### config.mk
export PLATFORM = sky130hd
export DESIGN_NAME = div8_iter_sm
export DESIGN_NICKNAME = d
export VERILOG_FILES = /design/src/rtl/div8_iter_sm.sv
export SDC_FILE = /design/constraint.sdc
export NUM_CORES = 1
export LEC_CHECK = 0
export CAP_MARGIN = 20
export CORE_ASPECT_RATIO = 0.9
export CORE_MARGIN = 3
export CORE_UTILIZATION = 50
export CTS_BUF_LIST = sky130_fd_sc_hd__clkbuf_4
export CTS_CLUSTER_DIAMETER = 200
export DETAILED_ROUTE_END_ITERATION = 8
export PLACE_DENSITY = 0.82
export RECOVER_POWER = 25
export SLEW_MARGIN = 25
export SYNTH_ARGS = -nofsm -noshare
export SYNTH_HDL_FRONTEND = slang
export SYNTH_SLANG_ARGS = --single-unit
### constraint.sdc
create_clock -name clk -period 3.4 [get_ports clk]
set_input_delay 0.34 -clock clk [delete_from_list [all_inputs] [get_ports clk]]
set_output_delay 0.34 -clock clk [all_outputs]
set_load 0.02 [all_outputs]
### src/rtl/div8_iter_sm.sv
// div8_iter_sm: 8-bit iterative divider with per-operand signedness.
// The operands are extended to 9-bit signed. The divider then takes their
// magnitudes and runs 8 restoring shift-subtract steps. After that it
// applies the result signs and registers a 9-bit signed quotient and
// remainder. A request is accepted in IDLE. The result is shown in DONE
// until the consumer takes it.
//
// Ports:
//   clk, rst_n          clock; synchronous active-low reset
//   dividend, divisor   8-bit operands
//   sign_mode           bit1: dividend signed, bit0: divisor signed
//   in_valid / in_ready request handshake (in_ready only in IDLE)
//   quotient, remainder 9-bit signed result
//   div0                divisor was zero
//   out_valid/out_ready result handshake (out_valid only in DONE)
module div8_iter_sm (
  input  logic       clk,
  input  logic       rst_n,
  input  logic [7:0] dividend,
  input  logic [7:0] divisor,
  input  logic [1:0] sign_mode,
  input  logic       in_valid,
  output logic       in_ready,
  output logic [8:0] quotient,
  output logic [8:0] remainder,
  output logic       div0,
  output logic       out_valid,
  input  logic       out_ready
);

  typedef enum logic [2:0] {IDLE, PREP, ITER, FIX, DONE} state_t;

  state_t      state_q, state_d;
  logic [7:0]  dvd_q, dvs_q;
  logic [1:0]  mode_q;
  logic [7:0]  aq_q;     // dividend magnitude shifts out, quotient bits shift in
  logic [7:0]  mag_b_q;
  logic [7:0]  rem_q;    // partial remainder, always < divisor magnitude
  logic        qneg_q, rneg_q, dz_q;
  logic [3:0]  cnt_q;
  logic [8:0]  quot_q, rem_out_q;
  logic        div0_q;

  // Operand extension and magnitudes. The magnitude of a 9-bit value
  // extended from 8 bits never exceeds 255, so it fits in 8 bits.
  logic [8:0] ext_a, ext_b, neg_a, neg_b;
  logic [7:0] mag_a, mag_b;
  assign ext_a = {mode_q[1] & dvd_q[7], dvd_q};
  assign ext_b = {mode_q[0] & dvs_q[7], dvs_q};
  assign neg_a = -ext_a;
  assign neg_b = -ext_b;
  assign mag_a = ext_a[8] ? neg_a[7:0] : ext_a[7:0];
  assign mag_b = ext_b[8] ? neg_b[7:0] : ext_b[7:0];

  // One restoring step. The extra top bit of diff is the borrow.
  logic [8:0] shl;
  logic [9:0] diff;
  logic       take;
  logic [7:0] rem_nxt;
  assign shl     = {rem_q, aq_q[7]};
  assign diff    = {1'b0, shl} - {2'b00, mag_b_q};
  assign take    = ~diff[9];
  assign rem_nxt = take ? diff[7:0] : shl[7:0];

  // Sign fix-up. A zero divisor overrides the result.
  logic [8:0] q9, r9, q_fix, r_fix;
  assign q9    = {1'b0, aq_q};
  assign r9    = {1'b0, rem_q};
  assign q_fix = dz_q ? 9'h1FF : (qneg_q ? -q9 : q9);
  assign r_fix = dz_q ? ext_a  : (rneg_q ? -r9 : r9);

  always_ff @(posedge clk) begin
    if (!rst_n) state_q <= IDLE;
    else        state_q <= state_d;
  end

  always_comb begin
    state_d   = state_q;
    in_ready  = 1'b0;
    out_valid = 1'b0;
    case (state_q)
      IDLE: begin
        in_ready = 1'b1;
        if (in_valid) state_d = PREP;
      end
      PREP: state_d = ITER;
      ITER: if (cnt_q == 4'd7) state_d = FIX;
      FIX:  state_d = DONE;
      DONE: begin
        out_valid = 1'b1;
        if (out_ready) state_d = IDLE;
      end
      default: state_d = IDLE;
    endcase
  end

  always_ff @(posedge clk) begin
    if (!rst_n) begin
      dvd_q     <= '0;
      dvs_q     <= '0;
      mode_q    <= '0;
      aq_q      <= '0;
      mag_b_q   <= '0;
      rem_q     <= '0;
      qneg_q    <= 1'b0;
      rneg_q    <= 1'b0;
      dz_q      <= 1'b0;
      cnt_q     <= '0;
      quot_q    <= '0;
      rem_out_q <= '0;
      div0_q    <= 1'b0;
    end else begin
      case (state_q)
        IDLE: if (in_valid) begin
          dvd_q  <= dividend;
          dvs_q  <= divisor;
          mode_q <= sign_mode;
        end
        PREP: begin
          aq_q    <= mag_a;
          mag_b_q <= mag_b;
          rem_q   <= '0;
          qneg_q  <= ext_a[8] ^ ext_b[8];
          rneg_q  <= ext_a[8];
          dz_q    <= (dvs_q == 8'd0);
          cnt_q   <= '0;
        end
        ITER: begin
          rem_q <= rem_nxt;
          aq_q  <= {aq_q[6:0], take};
          cnt_q <= cnt_q + 4'd1;
        end
        FIX: begin
          quot_q    <= q_fix;
          rem_out_q <= r_fix;
          div0_q    <= dz_q;
        end
        default: ;
      endcase
    end
  end

  assign quotient  = quot_q;
  assign remainder = rem_out_q;
  assign div0      = div0_q;

endmodule

==> results of run 1 <==
-- cell families (layout without fill, tap and decap cells) --
logic type | count (synthesis) | in the layout | synth area share (%)
fa+ha+maj | 14 | 14 | 4.81
compound gates | 122 | 122 | 21.8
simple gates | 175 | 175 | 22.4
buf+inv | 47 | 77 | 5.20
mux | 9 | 9 | 2.37
flops | 71 | 71 | 37.4
xor+xnor | 26 | 26 | 5.99
-- report_power, final --
| group | switching (mW) | leakage (nW) | internal (mW) | total [mW] |
|---|---|---|---|---|
| clock | 0.267 | 0.0554 | 0.142 | 0.409 |
| combinational | 0.196 | 0.995 | 0.151 | 0.347 |
| sequential | 0.0527 | 0.577 | 0.868 | 0.920 |
| total | 0.516 | 1.63 | 1.16 | 1.68 |
-- final cells by class --
type                            count  area, sq um
Clock buffer                       10         75.1
Clock inverter                      3         13.8
Fill cell                         683         2910
Inverter                           19         71.3
Multi-Input combinational cell    346         2170
Sequential cell                    71         1420
Tap cell                           93          116
Timing Repair Buffer               45          434
-- flip-flops by register name (all words and copies together) (netlist names) --
signal,flops
aq_q,8
cnt_q,4
div0,1
dvd_q,8
dvs_q,8
dz_q,1
mag_b_q,8
mode_q,2
qneg_q,1
quotient,9
rem_q,8
remainder,9
rneg_q,1
state_q,3
-- routing by layer --
layer	GRT usage (%)	vias to the layer above
met5	0	-
met4	7.80	0
met3	6.15	17
met2	32.3	87
met1	28.2	1507
li1	-	1669
-- per-stage QoR --
stage / power (mW) / area, sq um
finish: 1.68 / 4310
global route: 1.77 / 4310
CTS: 1.69 / 4320
detailed placement: 1.28 / 4230
global placement: 1.27 / 4230
floorplan: 1.19 / 3800
-- worst paths after layout --
check                       to  slack, ns  cells past startpoint
hold / removal        dvs_q[7]       0.46                      3
setup reg to reg      rem_q[5]       0.94                      6
hold reg to reg   remainder[3]       0.47                      2
setup / recovery      rem_q[5]       0.94                      6
-- worst max-delay path: stages (launching register included) --
cell	delay, ns
dfxtp_1	0.46
nor3b_1	0.22
clkbuf_1	0.57
nor2_1	0.39
and2_1	0.39
a32oi_1	0.19
o31ai_1	0.10
-- cell usage in the layout (no fill, tap or decap), types with 3 or more instances in the layout --
cell,count
o21ai_0,18
mux2i_1,9
a21boi_0,21
and3_1,4
clkdlybuf4s50_1,37
xor2_1,9
dfxtp_1,71
nor2b_1,10
a32oi_1,3
o21ai_1,15
nor3_1,9
a22oi_1,8
ha_1,13
a21boi_1,6
xnor2_1,17
o31ai_1,6
nand3_1,11
nor3b_1,5
inv_1,19
o21a_1,4
and2_1,9
nor4_1,3
a21oi_1,20
nand2_1,79
clkbuf_4,10
nand2b_1,5
dlygate4sd3_1,4
nor2_1,25
==> reports/results.ini, run 1 <==
[outcome]
outcome=finished clean

[route]
dr_wl_met2_mm=3.74
dr.pass1.iters=4
dr_wl_met3_um=603
wl_met1_mm=4.15
drcViolationCount=0
vias=3280
wirelength_mm=8.64
drtAntennaViolNets=0
drt_iter0_drc=322
wire_per_inst_um=14.7
top_layer=met4
via_per_inst=5.59

[placement]
place_ws_ns=1.11
place_congestion=0.879
place_inst=574
hpwl_mm=6.23
portBuffers=42

[logic_synthesis]
ys_types=54
synth_nets=500
synth-main-ff-cell=dfxtp_1
syn_inst=464
syn_area_per_cell_sq_um=8.19
ys_warn_count=0
seq_area_frac_synth_pct=37.4
yosys.area.top_type_share_pct=37.4
synth.most_common_cell=nand2_1
ys_ff_latch=71
netlist_top_cells_count=79 x nand2_1, 71 x dfxtp_1, 25 x nor2_1
synth_area_sq_um=3800
yosys.area.top_type=dfxtp_1
synth_edf_count=0
synthTopCellsByArea=dfxtp_1 37%, nand2_1 7.8%, ha_1 4.3%
async_flop_share_pct=0

[global_route]
overflow=0
grt_pass1_wl_mm=14.7
grt_use_total_pct=21.0
grt_pass1_vias=3106
grt_max_degree=41
antenna_found_initial=0

[critical_path]
crit_path_start=state_q[0]
r2r-start=state_q[0]
worstPathArrival_ns=2.73
cp-end-kind=flop
worst_ep_required_time_ns=3.67
worstSetupStartpointType=flop
cp_max_fo=14
critPathKind=reg2reg

[clocking]
cts_resized=0
numCtsBuffers=9
clk_pin_slew_ns=0.10
post-cts-setup-buffers=0
cts_root_buf=clkbuf_4
numClockSinks=71
cts_tree=done
insertion_delay_ns=0.42
cts_hold_buf=0
htree_levels=3
cts_buffer_depth=2

[sta]
rsz0062_at_grt=no
setup_viol=0
worstMarginPinSlew_ns=0.864
fin_crit_sh_pct=72.4
hold_viol=0
skew_ns=0.00980
whs_ns=0.463
layout_min_cycle_time_ns=2.46
setup_tns_ns=0
maxSlewHeadroom_pct=42.3
max_freq_ghz=0.406
setup_ws_ns=0.939
drv_slew=0

[pwr]
p_per_area_nw_per_um2=389
p_leak_nw=1.63
peakVddDrop_v=0.000278

[final_layout]
area_growth_pct=13.4
final_util_pct=59.6
n_antenna_cell=0
nets=528
layout.cells.non_filler=587
drive_gt1_share_pct=4.05

[floorplanning]
row_count=29
fp.coreArea_sq_um=7220
die_h_um=88.7
die_area_sq_um=8680
start_util_pct=52.6
io_pins=43
die_w_um=97.9

[run]
cap_violations=0

[min_path]
holdCritStartpoint=divisor[7]
hold_class=in2reg

Power figures use the tool's default switching activity.
==> run 2, diff against run 1 <==
--- a/config.mk
+++ b/config.mk
@@ -12,7 +12,7 @@
 export CTS_BUF_LIST = sky130_fd_sc_hd__clkbuf_4
 export CTS_CLUSTER_DIAMETER = 200
 export DETAILED_ROUTE_END_ITERATION = 8
-export PLACE_DENSITY = 0.82
+export PLACE_DENSITY = 0.85
 export RECOVER_POWER = 25
 export SLEW_MARGIN = 25
 export SYNTH_ARGS = -nofsm -noshare
==> constraint.sdc (replaced) <==
create_clock -name clk -period 2 [get_ports clk]
set_input_delay 0.2 -clock clk [delete_from_list [all_inputs] [get_ports clk]]
set_output_delay 0.2 -clock clk [all_outputs]
set_load 0.02 [all_outputs]
==> reports/results.ini, run 2 (synthesis gave the netlist of run 1 again) <==
[outcome]
outcome=finished clean

[floorplanning]
row_count=29  ; unchanged
fp.coreArea_sq_um=7220  ; unchanged
die_w_um=97.9  ; unchanged
start_util_pct=52.6  ; unchanged
die_h_um=88.7  ; unchanged
die_area_sq_um=8680  ; unchanged
io_pins=43  ; unchanged

[pwr]
seq_power_share_pct=47.2  ; -7.7 points
p_int_mw=2.33  ; +100%
p_leak_nw=1.74  ; +7.1%
peakVddDrop_v=0.000461  ; +66%
pwr-share-clk_pct=32.5  ; +8.1 points
p_sw_mw=0.985  ; +91%
p_per_area_nw_per_um2=730  ; +88%
combPwrFrac_pct=20.3  ; -0.4 points
switching_share_pct=29.7  ; -1.0 points

[route]
via_per_inst=5.61  ; +0.39%
vias=3388  ; +3.3%
wire_per_inst_um=14.6  ; -1.0%
drt_iter0_drc=160  ; -50%
dr.pass1.iters=5  ; +1
wirelength_mm=8.80  ; +1.8%
drcViolationCount=0  ; unchanged
drtAntennaViolNets=0  ; unchanged

[global_route]
overflow=0  ; unchanged
grt_pass1_vias=3071  ; -1.1%
antenna_found_initial=0  ; unchanged
grt_pass1_wl_mm=14.5  ; -1.8%
grt_use_total_pct=20.8  ; -0.23 points
grt_max_degree=29  ; -29%

[clocking]
post-cts-setup-buffers=0  ; unchanged
clk_pin_slew_ns=0.12  ; +0.02 ns
numCtsBuffers=9  ; unchanged
htree_levels=3  ; unchanged
insertion_delay_ns=0.44  ; +0.02 ns
cts_hold_buf=0  ; unchanged
cts_root_buf=clkbuf_4
cts_buffer_depth=2  ; unchanged
numClockSinks=71  ; unchanged
cts_tree=done

[sta]
setup_viol=0  ; unchanged
hold_viol=0  ; unchanged
drv_slew=0  ; unchanged
skew_ns=0.0145  ; +0.00465 ns
whs_ns=0.217  ; -0.246 ns
maxSlewHeadroom_pct=44.4  ; +2.1 points
setup_ws_ns=0.0730  ; -0.866 ns
worstMarginPinSlew_ns=0.832  ; -0.0321 ns
max_freq_ghz=0.519  ; +28%
layout_min_cycle_time_ns=1.93  ; -0.534 ns
fin_crit_sh_pct=96.3  ; +24 points

[critical_path]
worstPathArrival_ns=2.25  ; -0.48 ns
cp-end-kind=flop
worst_ep_required_time_ns=2.33  ; -1.34 ns
cp_max_fo=2  ; -12
critPathKind=reg2reg
worstSetupStartpointType=flop

[final_layout]
regArea_sq_um=1420  ; about the same
final_common_cell=nand2_1
drive_gt1_share_pct=8.81  ; +4.8 points
multi_input_area_sq_um=2210  ; +1.6%
final_cell_mix=79 x nand2_1, 70 x dfxtp_1, 39 x clkdlybuf4s50_1
nets=542  ; +2.7%
n_antenna_cell=0  ; unchanged
area_growth_pct=19.5
nFillCells=616  ; -9.8%

[run]
cap_violations=0  ; unchanged

[min_path]
hold_class=in2reg

[placement]
place_ws_ns=0.0727  ; -1.04 ns
hpwl_mm=6.48  ; +3.9%
place_congestion=0.889  ; +1.2%
portBuffers=42  ; unchanged

==> run 2: cell types whose count changed in the layout (fill, tap and decap cells not counted), moves of 2 or more <==
cell / delta
bufinv_16: +2
dlygate4sd3_1: -4
clkinv_4: +2
dlygate4sd2_1: +2
a21boi_0: -7
clkinv_2: -2
clkdlybuf4s50_1: +2
a21boi_1: +7
buf_4: +13
==> run 2: routing by layer <==
layer  share of wire [%]  track usage, %  wire (um)  vias up
li1                    -               -          -     1700
met1                  48            25.6       4200     1576
met2                  45            35.2       4000       97
met3                 5.4            6.23        471       15
met4                 1.4            6.67        121        0
met5                   0               0          0        -
==> run 2: power by group through the flow <==
stage	logic [mW]	registers, mW	clock network [mW]
4_1_cts	0.652	1.56	1.09
2_1_floorplan	0.464	1.56	0
3_5_place_dp	0.649	1.59	0
3_3_place_gp	0.633	1.59	0
6_report	0.674	1.56	1.08
5_1_grt	0.742	1.57	1.14
==> run 2: area by class of cell <==
type,count,area share (%)
Clock buffer,10,1.65
Clock inverter,6,2.07
Inverter,19,1.57
Multi-Input combinational cell,346,48.7
Sequential cell,71,31.3
Tap cell,93,2.56
Timing Repair Buffer,59,12.1
==> run 2: critical path, cell delays in order, from the launching register on <==
cell	delay [ns]
dfxtp_1	0.33
inv_1	0.07
ha_1	0.16
inv_1	0.05
fa_1	0.42
a211oi_2	0.25
o21bai_1	0.12
a21oi_1	0.18
xor2_1	0.16
o31ai_1	0.07
==> run 2: what timing repair did <==
| item | 4_1_cts | 5_1_grt |
|---|---|---|
| gates resized for setup | 4 | 6 |
| setup endpoints to repair | 2 | 8 |
| pin swaps | 0 | 0 |
==> run 2: path summary, 6_finish.rpt <==
| kind | from | endpoint | slack (ns) | cells after the start |
|---|---|---|---|---|
| worst min register to register | mag_b_q[7] | mag_b_q[7] | 0.46 | 2 |
| worst min-delay path | rst_n | remainder[1] | 0.22 | 2 |
| worst max-delay path | aq_q[7] | rem_q[6] | 0.07 | 9 |
| worst max register to register | aq_q[7] | rem_q[6] | 0.07 | 9 |
==> run 2: per-stage QoR <==
step	TNS, ns	power (mW)	cell area, sq um	instances	util (%)
after floorplan	0	2.03	3800	464	-
after global placement	0	2.22	4340	588	60.2
after detailed placement	0	2.24	4340	588	60.2
after CTS	0	3.30	4520	604	62.6
after global routing	-0.0436	3.46	4540	604	62.8
final	0	3.31	4540	604	62.8
==> run 3, diff against run 2 <==
--- a/config.mk
+++ b/config.mk
@@ -12,8 +12,9 @@
 export CTS_BUF_LIST = sky130_fd_sc_hd__clkbuf_4
 export CTS_CLUSTER_DIAMETER = 200
 export DETAILED_ROUTE_END_ITERATION = 8
+export MAX_ROUTING_LAYER = met4
 export PLACE_DENSITY = 0.85
-export RECOVER_POWER = 25
+export RECOVER_POWER = 100
 export SLEW_MARGIN = 25
 export SYNTH_ARGS = -nofsm -noshare
 export SYNTH_HDL_FRONTEND = slang
==> reports/results.ini, run 3 (synthesis gave the netlist of run 1 again) <==
[sta]
skew_ns=0.0125  ; -0.00192 ns
worstMarginPinSlew_ns=0.876  ; +0.0440 ns
setup_ws_ns=0.127  ; +0.0542 ns
hold_viol=0  ; unchanged
max_freq_ghz=0.534  ; +2.9%
setup_tns_ns=0  ; unchanged
drv_slew=0  ; unchanged
fin_crit_sh_pct=93.6  ; -2.7 points
rsz0062_at_grt=no
layout_min_cycle_time_ns=1.87  ; -0.0542 ns
setup_viol=0  ; unchanged
maxSlewHeadroom_pct=41.5  ; -2.9 points

[critical_path]
path_buf_inv=2  ; unchanged
cp_max_fo=12  ; +10
worstPathArrival_ns=2.25  ; about the same
r2r_slack_ns=0.13  ; +0.05 ns
worstSetupStartpointType=flop
rr_endpoint=rem_q[0]
critPathKind=reg2reg
cp-end-kind=flop
slowest_delay_ns=0.35  ; -0.07 ns
crit_family=compound AO/OA/AOI/OAI gates
crit_chain=inv_1 > ha_1 > a21oi_1 > o221ai_1 > a21oi_2 > buf_12 > mux2i_1 > a22o_1
worst_ep_required_time_ns=2.38  ; +0.05 ns
r2r_cells=8  ; -1
r2r-start=mag_b_q[4]
cp_slowest_cell=ha_1

[floorplanning]
die_w_um=97.9  ; unchanged
io_pins=43  ; unchanged
die_area_sq_um=8680  ; unchanged
start_util_pct=52.6  ; unchanged
die_h_um=88.7  ; unchanged
fp.coreArea_sq_um=7220  ; unchanged
row_count=29  ; unchanged

[global_route]
overflow=0  ; unchanged
grt_use_total_pct=21.3  ; +0.49 points
antenna_found_initial=0  ; unchanged
grt_max_degree=32  ; +10%
grt_pass1_wl_mm=14.6  ; +0.62%
grt_pass1_vias=3228  ; +5.1%

[final_layout]
area_growth_pct=18.5
final_common_cell=nand2_1
final_cell_mix=79 x nand2_1, 70 x dfxtp_1, 27 x a21boi_0
nets=542  ; unchanged
n_antenna_cell=0  ; unchanged
drive_gt1_share_pct=8.41  ; -0.39 points

[min_path]
hold_class=in2reg
holdCritStartpoint=rst_n
worstHoldEndpoint=remainder[0]
holdPathStages=2  ; unchanged

[pwr]
p_int_mw=2.30  ; -1.1%
pwr-share-clk_pct=31.7  ; -0.8 points
switching_share_pct=29.1  ; -0.66 points
combPwrFrac_pct=20.3  ; about the same
p_per_area_nw_per_um2=721  ; -1.2%
seq_power_share_pct=48.0  ; +0.8 points
p_sw_mw=0.943  ; -4.2%
fin_total_pwr_mw=3.25  ; -2.0%
p_leak_nw=1.78  ; +2.1%
peakVddDrop_v=0.000462  ; +0.27%

[placement]
place_ws_ns=0.0116  ; -0.0612 ns
portBuffers=42  ; unchanged
hpwl_mm=6.39  ; -1.3%
place_congestion=0.932  ; +4.8%

[clocking]
numCtsBuffers=9  ; unchanged
numClockSinks=71  ; unchanged
cts_root_buf=clkbuf_4
clk_pin_slew_ns=0.11  ; about the same
cts_buffer_depth=2  ; unchanged
insertion_delay_ns=0.44  ; about the same
cts_tree=done
htree_levels=3  ; unchanged

[route]
dr.pass1.iters=5  ; unchanged
wire_per_inst_um=14.3  ; -1.6%
vias=3433  ; +1.3%
via_per_inst=5.68  ; +1.3%
drcViolationCount=0  ; unchanged
wirelength_mm=8.66  ; -1.6%
drt_iter0_drc=250  ; +56%
drtAntennaViolNets=0  ; unchanged

[outcome]
outcome=finished clean

[run]
cap_violations=0  ; unchanged

==> run 3: cell types whose count changed in the layout (fill, tap and decap cells not counted), moves of 2 or more <==
cell,previous run,this run
a21boi_0,14,27
o21ai_1,15,8
clkdlybuf4s50_1,39,20
a21boi_1,13,0
buf_4,15,12
clkbuf_1,0,3
and2_1,9,7
dlygate4sd3_1,0,19
o21ai_0,18,25
and2_0,0,2
==> run 3: power by group through the flow <==
stage          sequential [mW]  clock, mW  combinational, mW
5_1_grt                   1.57       1.11              0.731
6_report                  1.56       1.03              0.660
3_3_place_gp              1.59          0              0.632
4_1_cts                   1.56       1.06              0.656
2_1_floorplan             1.56          0              0.464
3_5_place_dp              1.59          0              0.652
==> run 3: layout make-up <==
type | instances | area (sq um)
clock inverter | 6 | 85.1
inverter | 19 | 71.3
fill | 633 | 2720
tap | 93 | 116
sequential | 71 | 1420
timing repair buffer | 59 | 539
multi-input combinational | 346 | 2190
clock buffer | 10 | 75.1
==> run 3: repair_timing <==
action,CTS,global route
resized for setup,3,8
pin swaps,0,4
hold buffers,0,0
setup buffers,0,0
setup endpoints to repair,3,8
==> run 3: per-stage QoR <==
step	util (%)	hold slack (ns)	cell area [sq um]	cells
after floorplan	-	0.335	3800	464
after global placement	60.2	0.443	4340	588
after detailed placement	60.2	0.445	4340	588
after CTS	62.4	0.211	4510	604
after global routing	62.4	0.234	4500	604
final	62.4	0.231	4500	604
==> run 3: metal layers <==
metal / track usage [%] / vias to the layer above / wire (um)
met1: 26.2 / 1583 / 3970
met5: - / - / 0
li1: - / 1695 / -
met2: 33.4 / 134 / 3860
met4: 8.55 / 0 / 205
met3: 5.59 / 21 / 623
==> run 3: how the worst max path moves through the flow <==
stage,startpoint,end,slack (ns),cells after the start
2_1_floorplan,state_q[1],dvd_q[7],0.18,6
3_3_place_gp,aq_q[7],rem_q[6],0.13,9
3_5_place_dp,aq_q[7],rem_q[6],0.01,9
4_1_cts,rem_q[2],rem_q[7],0.02,7
5_1_grt,aq_q[7],rem_q[6],0.004,9
6_report,mag_b_q[4],rem_q[0],0.13,8
==> run 3: worst register-to-register path, cell delays in order (launching register included) <==
cell and delay [ns]:
dfxtp_1 0.32, inv_1 0.05, ha_1 0.35, a21oi_1 0.22
o221ai_1 0.17, a21oi_2 0.18, buf_12 0.16, mux2i_1 0.23
a22o_1 0.16
